===== config.mk =====
export PLATFORM = sky130hd
export DESIGN_NAME = cdm_seq_mul8x8
export DESIGN_NICKNAME = d
export VERILOG_FILES = /design/src/rtl/cdm_seq_mul8x8_pkg.sv /design/src/rtl/cdm_seq_mul8x8_cd1.sv /design/src/rtl/cdm_seq_mul8x8.sv
export SDC_FILE = /design/constraint.sdc
export NUM_CORES = 1
export LEC_CHECK = 0
export BUFFER_PORTS_ARGS = -buffer_cell sky130_fd_sc_hd__clkbuf_2
export CORE_ASPECT_RATIO = 0.9
export CORE_UTILIZATION = 40
export CTS_CLUSTER_DIAMETER = 50
export DETAILED_ROUTE_END_ITERATION = 16
export GPL_TIMING_DRIVEN = 0
export SLEW_MARGIN = 5
export SYNTH_ARGS = -nofsm -noshare
export SYNTH_HDL_FRONTEND = slang
export SYNTH_SLANG_ARGS = --single-unit

===== constraint.sdc =====
create_clock -name clk -period 6.1 [get_ports clk]
set_clock_uncertainty 0.2 [all_clocks]
set_input_delay 0.61 -clock clk [delete_from_list [all_inputs] [get_ports clk]]
set_output_delay 0.61 -clock clk [all_outputs]
set_load 0.02 [all_outputs]

===== src/rtl/cdm_seq_mul8x8_pkg.sv =====
// Shared widths and FSM encoding for the sequential 8x8 multiplier.
package cdm_pkg;
   localparam int OPA_W  = 8;
   localparam int OPB_W  = 8;
   localparam int NIB_W  = 4;
   localparam int CORE_W = 12;
   localparam int PROD_W = 16;

   typedef enum logic [1:0] {IDLE, LO, HI, DONE} cdm_seq_state_t;
endpackage


===== src/rtl/cdm_seq_mul8x8_cd1.sv =====
// cd1: combinational 8x4 unsigned array multiplier core, 12-bit result.
module cd1 (
   input  logic [7:0]  a,
   input  logic [3:0]  b,
   output logic [11:0] r
);
   assign r = 12'(a) * 12'(b);
endmodule


===== src/rtl/cdm_seq_mul8x8.sv =====
// Sequential 8x8 unsigned multiplier: two nibble passes through one cd1 core.
// Optional accumulator enabled by defining CDM_SEQ_ACC_EN.
module cdm_seq_mul8x8
   import cdm_pkg::*;
#(
   parameter int OUT_W = 16,
   parameter int ACC_W = 24
) (
   input  logic             clk,
   input  logic             rst_n,
   input  logic             in_valid,
   output logic             in_ready,
   input  logic [OPA_W-1:0] a_in,
   input  logic [OPB_W-1:0] b_in,
`ifdef CDM_SEQ_ACC_EN
   input  logic             acc_clr,
   output logic [ACC_W-1:0] result,
`else
   output logic [OUT_W-1:0] result,
`endif
   output logic             out_valid,
   input  logic             out_ready
);

   generate
      if (OUT_W != 2 * OPA_W) begin : g_bad_out_w
         $error("cdm_seq_mul8x8: OUT_W must be 16");
      end
      if (ACC_W < OUT_W) begin : g_bad_acc_w
         $error("cdm_seq_mul8x8: ACC_W must be >= OUT_W");
      end
   endgenerate

   cdm_seq_state_t      state_q, state_nxt;
   logic [OPA_W-1:0]    a_reg;
   logic [OPB_W-1:0]    b_reg;
   logic [CORE_W-1:0]   lo_reg;
   logic [NIB_W-1:0]    core_b;
   logic [CORE_W-1:0]   core_r;
   logic [PROD_W-1:0]   prod;
   logic                accept;
`ifdef CDM_SEQ_ACC_EN
   logic                clr_q;
`endif

   assign accept = in_valid && in_ready;
   assign core_b = (state_q == LO) ? b_reg[NIB_W-1:0] : b_reg[OPB_W-1:NIB_W];
   // High-nibble partial is weighted by 16; widths guarantee no overflow.
   assign prod   = PROD_W'(lo_reg) + (PROD_W'(core_r) << NIB_W);

   cd1 u_core (
      .a (a_reg),
      .b (core_b),
      .r (core_r)
   );

   always_comb begin
      state_nxt = state_q;
      case (state_q)
         IDLE:    if (accept) state_nxt = LO;
         LO:      state_nxt = HI;
         HI:      state_nxt = DONE;
         DONE:    if (out_ready) state_nxt = IDLE;
         default: state_nxt = IDLE;
      endcase
   end

   always_ff @(posedge clk) begin
      if (!rst_n) begin
         state_q   <= IDLE;
         in_ready  <= 1'b1;
         out_valid <= 1'b0;
         a_reg     <= '0;
         b_reg     <= '0;
         lo_reg    <= '0;
         result    <= '0;
`ifdef CDM_SEQ_ACC_EN
         clr_q     <= 1'b0;
`endif
      end else begin
         state_q   <= state_nxt;
         in_ready  <= (state_nxt == IDLE);
         out_valid <= (state_nxt == DONE);
         if (accept) begin
            a_reg <= a_in;
            b_reg <= b_in;
`ifdef CDM_SEQ_ACC_EN
            clr_q <= acc_clr;
`endif
         end
         if (state_q == LO) lo_reg <= core_r;
         if (state_q == HI) begin
`ifdef CDM_SEQ_ACC_EN
            // result doubles as the accumulator; wraps at ACC_W bits
            result <= (clr_q ? '0 : result) + ACC_W'(prod);
`else
            result <= OUT_W'(prod);
`endif
         end
      end
   end

endmodule


==> results of run 1 <==
[logic make-up after synthesis]
logic type                 after synthesis  synth area share [%]
adders and majority gates               38                  19.0
xor gates and xnor gates                13                  4.03
and+or+nand+nor                        154                  22.3
DFF                                     48                  31.9
buffers and inverters                   27                  3.40
AOI/OAI and AO/OA                       93                  19.4
[worst max-delay path: cells and delay by family (launching register included)]
kind                     cells  cell delay (ns)
AO/OA/AOI/OAI                7             1.55
buffers and inverters        2             0.43
XOR/XNOR                     1             0.16
flip-flops                   1             0.38
AND/OR/NAND/NOR              5             0.69
adder cells (fa/ha/maj)      4             1.84
[per-stage QoR]
step / worst slack (ns) / area [um^2] / cells / utilization [%]
after CTS: 0.752 / 3450 / 511 / 48.1
after detailed placement: 0.781 / 3320 / 503 / 46.2
after global placement: 0.844 / 3320 / 503 / 46.2
final: 0.735 / 3450 / 511 / 48.1
after floorplan: 1.41 / 3020 / 373 / -
after global routing: 0.311 / 3450 / 511 / 48.1
[Yosys cell counts, types with 2 or more instances]
| cell | n | share of area [%] |
|---|---|---|
| o21ai_0 | 8 | 1.3 |
| nor3_1 | 3 | 0.50 |
| inv_1 | 13 | 1.6 |
| ha_1 | 25 | 10 |
| a211oi_1 | 5 | 1.2 |
| nand2b_1 | 2 | 0.41 |
| and2_1 | 19 | 3.9 |
| nand2_1 | 102 | 13 |
| xor2_1 | 5 | 1.5 |
| o211a_1 | 3 | 1.0 |
| clkbuf_1 | 12 | 1.5 |
| a211o_1 | 2 | 0.58 |
| or2_2 | 2 | 0.41 |
| a21oi_1 | 55 | 9.1 |
| dfxtp_1 | 48 | 32 |
| xnor2_1 | 7 | 2.0 |
| a21o_1 | 7 | 1.7 |
| o211ai_1 | 5 | 1.2 |
| nand3_1 | 3 | 0.50 |
| fa_1 | 13 | 8.6 |
| nor2_1 | 17 | 2.1 |
[layer usage]
layer | track usage (%) | up-vias
met5 | 0 | -
met4 | 6.43 | 0
met3 | 3.17 | 11
met2 | 29.9 | 50
met1 | 24.8 | 1179
li1 | - | 1344
[layout by cell type, fill, tap and decap left out, types with 5 or more instances in the layout]
| cell | instances |
|---|---|
| ha_1 | 25 |
| nor2_1 | 17 |
| dfxtp_1 | 48 |
| a211oi_1 | 5 |
| o21ai_0 | 8 |
| clkbuf_8 | 5 |
| clkbuf_1 | 12 |
| clkbuf_2 | 37 |
| a21o_1 | 7 |
| fa_1 | 13 |
| inv_1 | 13 |
| a21oi_1 | 55 |
| nand2_1 | 102 |
| and2_1 | 19 |
| xnor2_1 | 7 |
| o211ai_1 | 5 |
| xor2_1 | 5 |
[layout make-up]
cell class / count / share of cell area, %
Inverter: 14 / 1.52
Clock inverter: 3 / 1.99
Multi-Input combinational cell: 298 / 56.5
Clock buffer: 5 / 1.99
Tap cell: 93 / 3.37
Timing Repair Buffer: 37 / 5.36
Sequential cell: 48 / 27.8
Buffer: 13 / 1.45
[power by group]
group	switching (mW)	total [mW]	internal, mW
clock	0.113	0.278	0.165
sequential	0.0176	0.357	0.339
combinational	0.123	0.184	0.0616
total	0.253	0.819	0.565
[path summary, 6_finish.rpt]
| check | end | slack, ns | cells after the start |
|---|---|---|---|
| worst min-delay path | result[9] | 0.26 | 2 |
| worst max register to register | result[15] | 0.73 | 19 |
| worst max-delay path | result[15] | 0.73 | 19 |
| worst min register to register | result[9] | 0.26 | 2 |
==> results.yml, run 1 <==
routing:
  wl_met3_um: 197
  dr_wl_met2_um: 2980
  avgRoutedWirePerCell_um: 12.9
  routed_wl_um: 6610
  ant_nets: 0
  top_layer: "met4"
  drtIter0Drc: 70
  dr_total_vias: 2584
  drtPass1Iterations: 4
  vias_per_cell: 5.06
  met1Wirelength_um: 3320
  drc: 0
run:
  maxCapViolations: 0
worst_setup_path:
  slowest_stage: "fa_1"
  setup.worst_path.class: "reg -> reg"
  crit_chain: "nand2b_1 > clkbuf_1 > nand2_1 > nand2_1 > nand2_1 > fa_1 > inv_1 > fa_1 > fa_1 > a21o_1 > a21oi_1 > xnor2_1 > ha_1 > a211oi_1 > o211ai_1 > a21oi_1 > nor3_1 > a211o_1 > o211a_1"
  end_kind: "flip-flop"
  start_kind: "flip-flop"
  arrival_ns: 5.38
  critPathMaxFanout: 9
  startpoint: "state_q[1]"
  required_ns: 6.11
  critPathMaxStageDelay_ns: 0.54
  r2r-start: "state_q[1]"
global_routing:
  gr-total-overflow: 0
  grt_pass1_wl_um: 11400
  grt_usage_pct: 18.5
  grt_pass1_vias: 2435
  antenna_found_initial: 0
  grt_start_max_net_pins: 17
power_and_ir_drop:
  p_per_area_nw_per_um2: 237
  p_leak_nw: 1.58
  ir_worst_vdd_uv: 147
  finalPower_mw: 0.819
die:
  core_um2: 7180
  io_pins: 38
  die_area_um2: 7890
  rows: 29
  fp.dieH_um: 84.4
  initial_utilization_pct: 42.0
  die_w_um: 93.5
placement:
  numPortBuffers: 37
  dpl.hpwl_um: 5390
  gp_congestion: 0.879
sta:
  period_share_pct: 88.0
  tightest_slew_ns: 0.556
  period_needed_ns: 5.37
  maxSlewViolCount: 0
  grt_setup_unrepaired: "false"
  finalSetupViolCount: 0
  max-slew-margin-rel_pct: 62.9
  whs_ns: 0.256
  setup_tns_ns: 0
  fmax_ghz: 0.186
  finalHoldViolations: 0
hold_path:
  hp-class: "reg -> reg"
  hp-start: "result[9]"
yosys:
  synth.distinct_cells: 38
  synthFlopType: "dfxtp_1"
  synth_edf_count: 0
  avgSynthCellArea_um2: 8.08
  synth-seq-area-share_pct: 31.9
  ys_ff_latch: 48
  yosysWarnings: 0
  async_flop_share_pct: 0
  synth_fp_nets: 431
  synth.cell_area_um2: 3020
  synth_cells: 373
clock_tree:
  clk_pin_slew_worst_paths_ns: 0.10
  cts.sinks: 48
  clockBufferDepth: 2
  post_cts_buffers: 0
  worstSkewPairLatency_ns: 0.31
  cts_tree: "yes"
  ctsResizeCount: 0
  cts_max_level: 2
  cts_buffers: 5
  root_buffer: "clkbuf_8"
  cts_hold_buf: 0
finish:
  regArea_um2: 961
  final_layout_size_suffix_gt1_share_pct: 13.9
  fillers: 723
  syn_to_final_growth_pct: 14.6
  insertedDiodeCount: 0
  fin_nets: 475
  largest_reg_flops: 16
  multiInputGateArea_um2: 1950
status:
  status: "completed"
Power figures use the tool's default switching activity.
==> run 2: changes to the inputs <==
--- a/config.mk
+++ b/config.mk
@@ -9,7 +9,7 @@
 export CORE_ASPECT_RATIO = 0.9
 export CORE_UTILIZATION = 40
-export CTS_CLUSTER_DIAMETER = 50
 export DETAILED_ROUTE_END_ITERATION = 16
 export GPL_TIMING_DRIVEN = 0
+export REMOVE_ABC_BUFFERS = 1
 export SLEW_MARGIN = 5
 export SYNTH_ARGS = -nofsm -noshare
==> constraint.sdc (replaced) <==
create_clock -name clk -period 6.1 [get_ports clk]
set_clock_uncertainty 0.2 [all_clocks]
set_input_delay 0.61 -clock clk [delete_from_list [all_inputs] [get_ports clk]]
set_output_delay 0.61 -clock clk [all_outputs]
set_load 0.1 [all_outputs]
==> run 2 against run 1 <==
  * Cell area down 2.0%
  * Power increased by 0.82%
  * Clock-buffer cell count did not move
  * Combinational power is 26% higher
  * Hold slack lost 0.0016 ns
  * Die area stayed put
  * Maximum frequency shrank 2.9%
  * Critical path depth is the same
  * Core utilization shrank 0.94 points
  * Cell count decreased by 2.5%
  * Flip-flop and latch count did not move
  * Worst setup slack got worse by 0.16 ns
  * Critical path type unchanged
  * Critical endpoint unchanged
  * Highest routed layer unchanged
==> results.yml, run 2 (same netlist as run 1, synthesis figures left out) <==
status:
  status: "completed"
global_routing:
  grt_usage_pct: 16.6
  grt_start_max_net_pins: 43
  grt_pass1_wl_um: 10600
  antenna_found_initial: 0
  gr-total-overflow: 0
  grt_pass1_vias: 2309
clock_tree:
  cts_buffers: 5
  worstSkewPairLatency_ns: 0.31
  cts.sinks: 48
  cts_tree: "yes"
  post_cts_buffers: 0
  clk_pin_slew_worst_paths_ns: 0.09
  root_buffer: "clkbuf_8"
  clockBufferDepth: 2
  cts_max_level: 2
routing:
  vias_per_cell: 4.95
  drtIter0Drc: 57
  ant_nets: 0
  avgRoutedWirePerCell_um: 11.9
  dr_total_vias: 2467
  drc: 0
  drtPass1Iterations: 4
  routed_wl_um: 5940
worst_setup_path:
  startpoint: "state_q[0]"
  critPathMaxStageDelay_ns: 0.57
  critPathMaxFanout: 15
  required_ns: 6.10
  setup.worst_path.class: "reg -> reg"
  start_kind: "flip-flop"
  slowest_stage: "nor2_2"
  end_kind: "flip-flop"
  arrival_ns: 5.53
  reg2reg_depth: 19
  crit_chain: "inv_1 > nor2_2 > nand2_1 > nand2_1 > nand2_1 > fa_1 > inv_1 > fa_1 > fa_1 > a21o_1 > a21oi_1 > xnor2_1 > ha_1 > a211oi_1 > o211ai_1 > a21oi_1 > nor3_1 > a211o_1 > o211a_1"
  r2r-start: "state_q[0]"
placement:
  dp.cells: 490
  dpl.hpwl_um: 4570
  dp_worst_setup_slack_ns: 0.215
  numPortBuffers: 37
  gp_congestion: 0.791
power_and_ir_drop:
  ir_worst_vdd_uv: 146
  p_per_area_nw_per_um2: 244
  p_leak_nw: 1.55
die:
  rows: 29
  die_w_um: 93.5
  io_pins: 38
  fp.dieH_um: 84.4
  die_area_um2: 7890
  core_um2: 7180
  initial_utilization_pct: 42.0
sta:
  period_share_pct: 90.6
  period_needed_ns: 5.52
  finalSetupViolCount: 0
  grt_setup_unrepaired: "false"
  maxSlewViolCount: 0
  setup_tns_ns: 0
  tightest_slew_ns: 1.12
  layout_setup_ws_ns: 0.575
  fmax_ghz: 0.181
  max-slew-margin-rel_pct: 25.2
  finalHoldViolations: 0
finish:
  layout.cells.most_common_list: "102 x nand2_1, 55 x a21oi_1, 48 x dfxtp_1, 37 x clkbuf_2, 25 x ha_1"
  final_common_cell: "nand2_1"
  largest_reg_flops: 16
  fin_nets: 462
  final_layout_size_suffix_gt1_share_pct: 14.6
  syn_to_final_growth_pct: 12.3
  postLayoutCoreUtil_pct: 47.1
  insertedDiodeCount: 0
  instances_no_fill: 498
run:
  maxCapViolations: 0
hold_path:
  hp-start: "result[8]"
  hp-class: "reg -> reg"
  whs_path_depth: 2
## run 2: cell types whose count changed in the layout (fill, tap and decap cells not counted)
| cell | before | now |
|---|---|---|
| buf_2 | 1 | 0 |
| bufinv_16 | 2 | 1 |
| nor2b_2 | 0 | 1 |
| nor2_1 | 17 | 16 |
| clkinvlp_4 | 0 | 1 |
| nor2_2 | 0 | 1 |
| nor2b_1 | 1 | 0 |
| clkbuf_1 | 12 | 0 |
## run 2: layout make-up
class                           count  area [um^2]
Multi-Input combinational cell    298         1960
Tap cell                           93          116
Timing Repair Buffer               37          185
Inverter                           14         52.6
Sequential cell                    48          961
Fill cell                         754         3800
Clock buffer                        5         68.8
Clock inverter                      3         46.3
## run 2: what timing repair did
item,CTS,global route
hold buffers,0,0
gates resized for setup,0,1
endpoints found under the setup margin,0,3
## run 2: report_power, final
part	switching, mW	leakage [nW]	total [mW]	internal, mW
logic	0.175	1.10	0.232	0.0565
clock network	0.113	0.0548	0.237	0.124
registers	0.0179	0.391	0.357	0.339
total	0.306	1.55	0.825	0.519
## run 2: layer usage
layer	GRT usage [%]	wire [um]	vias to the layer above
met5	0	0	-
met3	3.44	182	11
met4	4.34	103	0
li1	-	-	1316
met1	22.3	2970	1099
met2	27.1	2690	41
## run 2: final timing paths
check                                  end  slack [ns]
worst max-delay path            result[15]        0.58
worst min-delay path             result[8]        0.25
worst max register to register  result[15]        0.58
worst min register to register   result[8]        0.25
## run 2: per-stage QoR
stage | power [mW] | hold WS [ns] | cell area [um^2]
after floorplan | 0.542 | 0.232 | 2970
after global placement | 0.594 | 0.237 | 3270
after detailed placement | 0.598 | 0.246 | 3270
after CTS | 0.836 | 0.258 | 3380
after global routing | 0.878 | 0.273 | 3390
final | 0.825 | 0.255 | 3390
## run 2: worst max-delay path: cells and delay by family (launching register included)
| kind | cells | cell delay (ns) |
|---|---|---|
| flops | 1 | 0.39 |
| fa+ha+maj | 4 | 1.82 |
| simple gates | 5 | 1.13 |
| buf+inv | 2 | 0.16 |
| compound gates | 7 | 1.57 |
| xor+xnor | 1 | 0.16 |
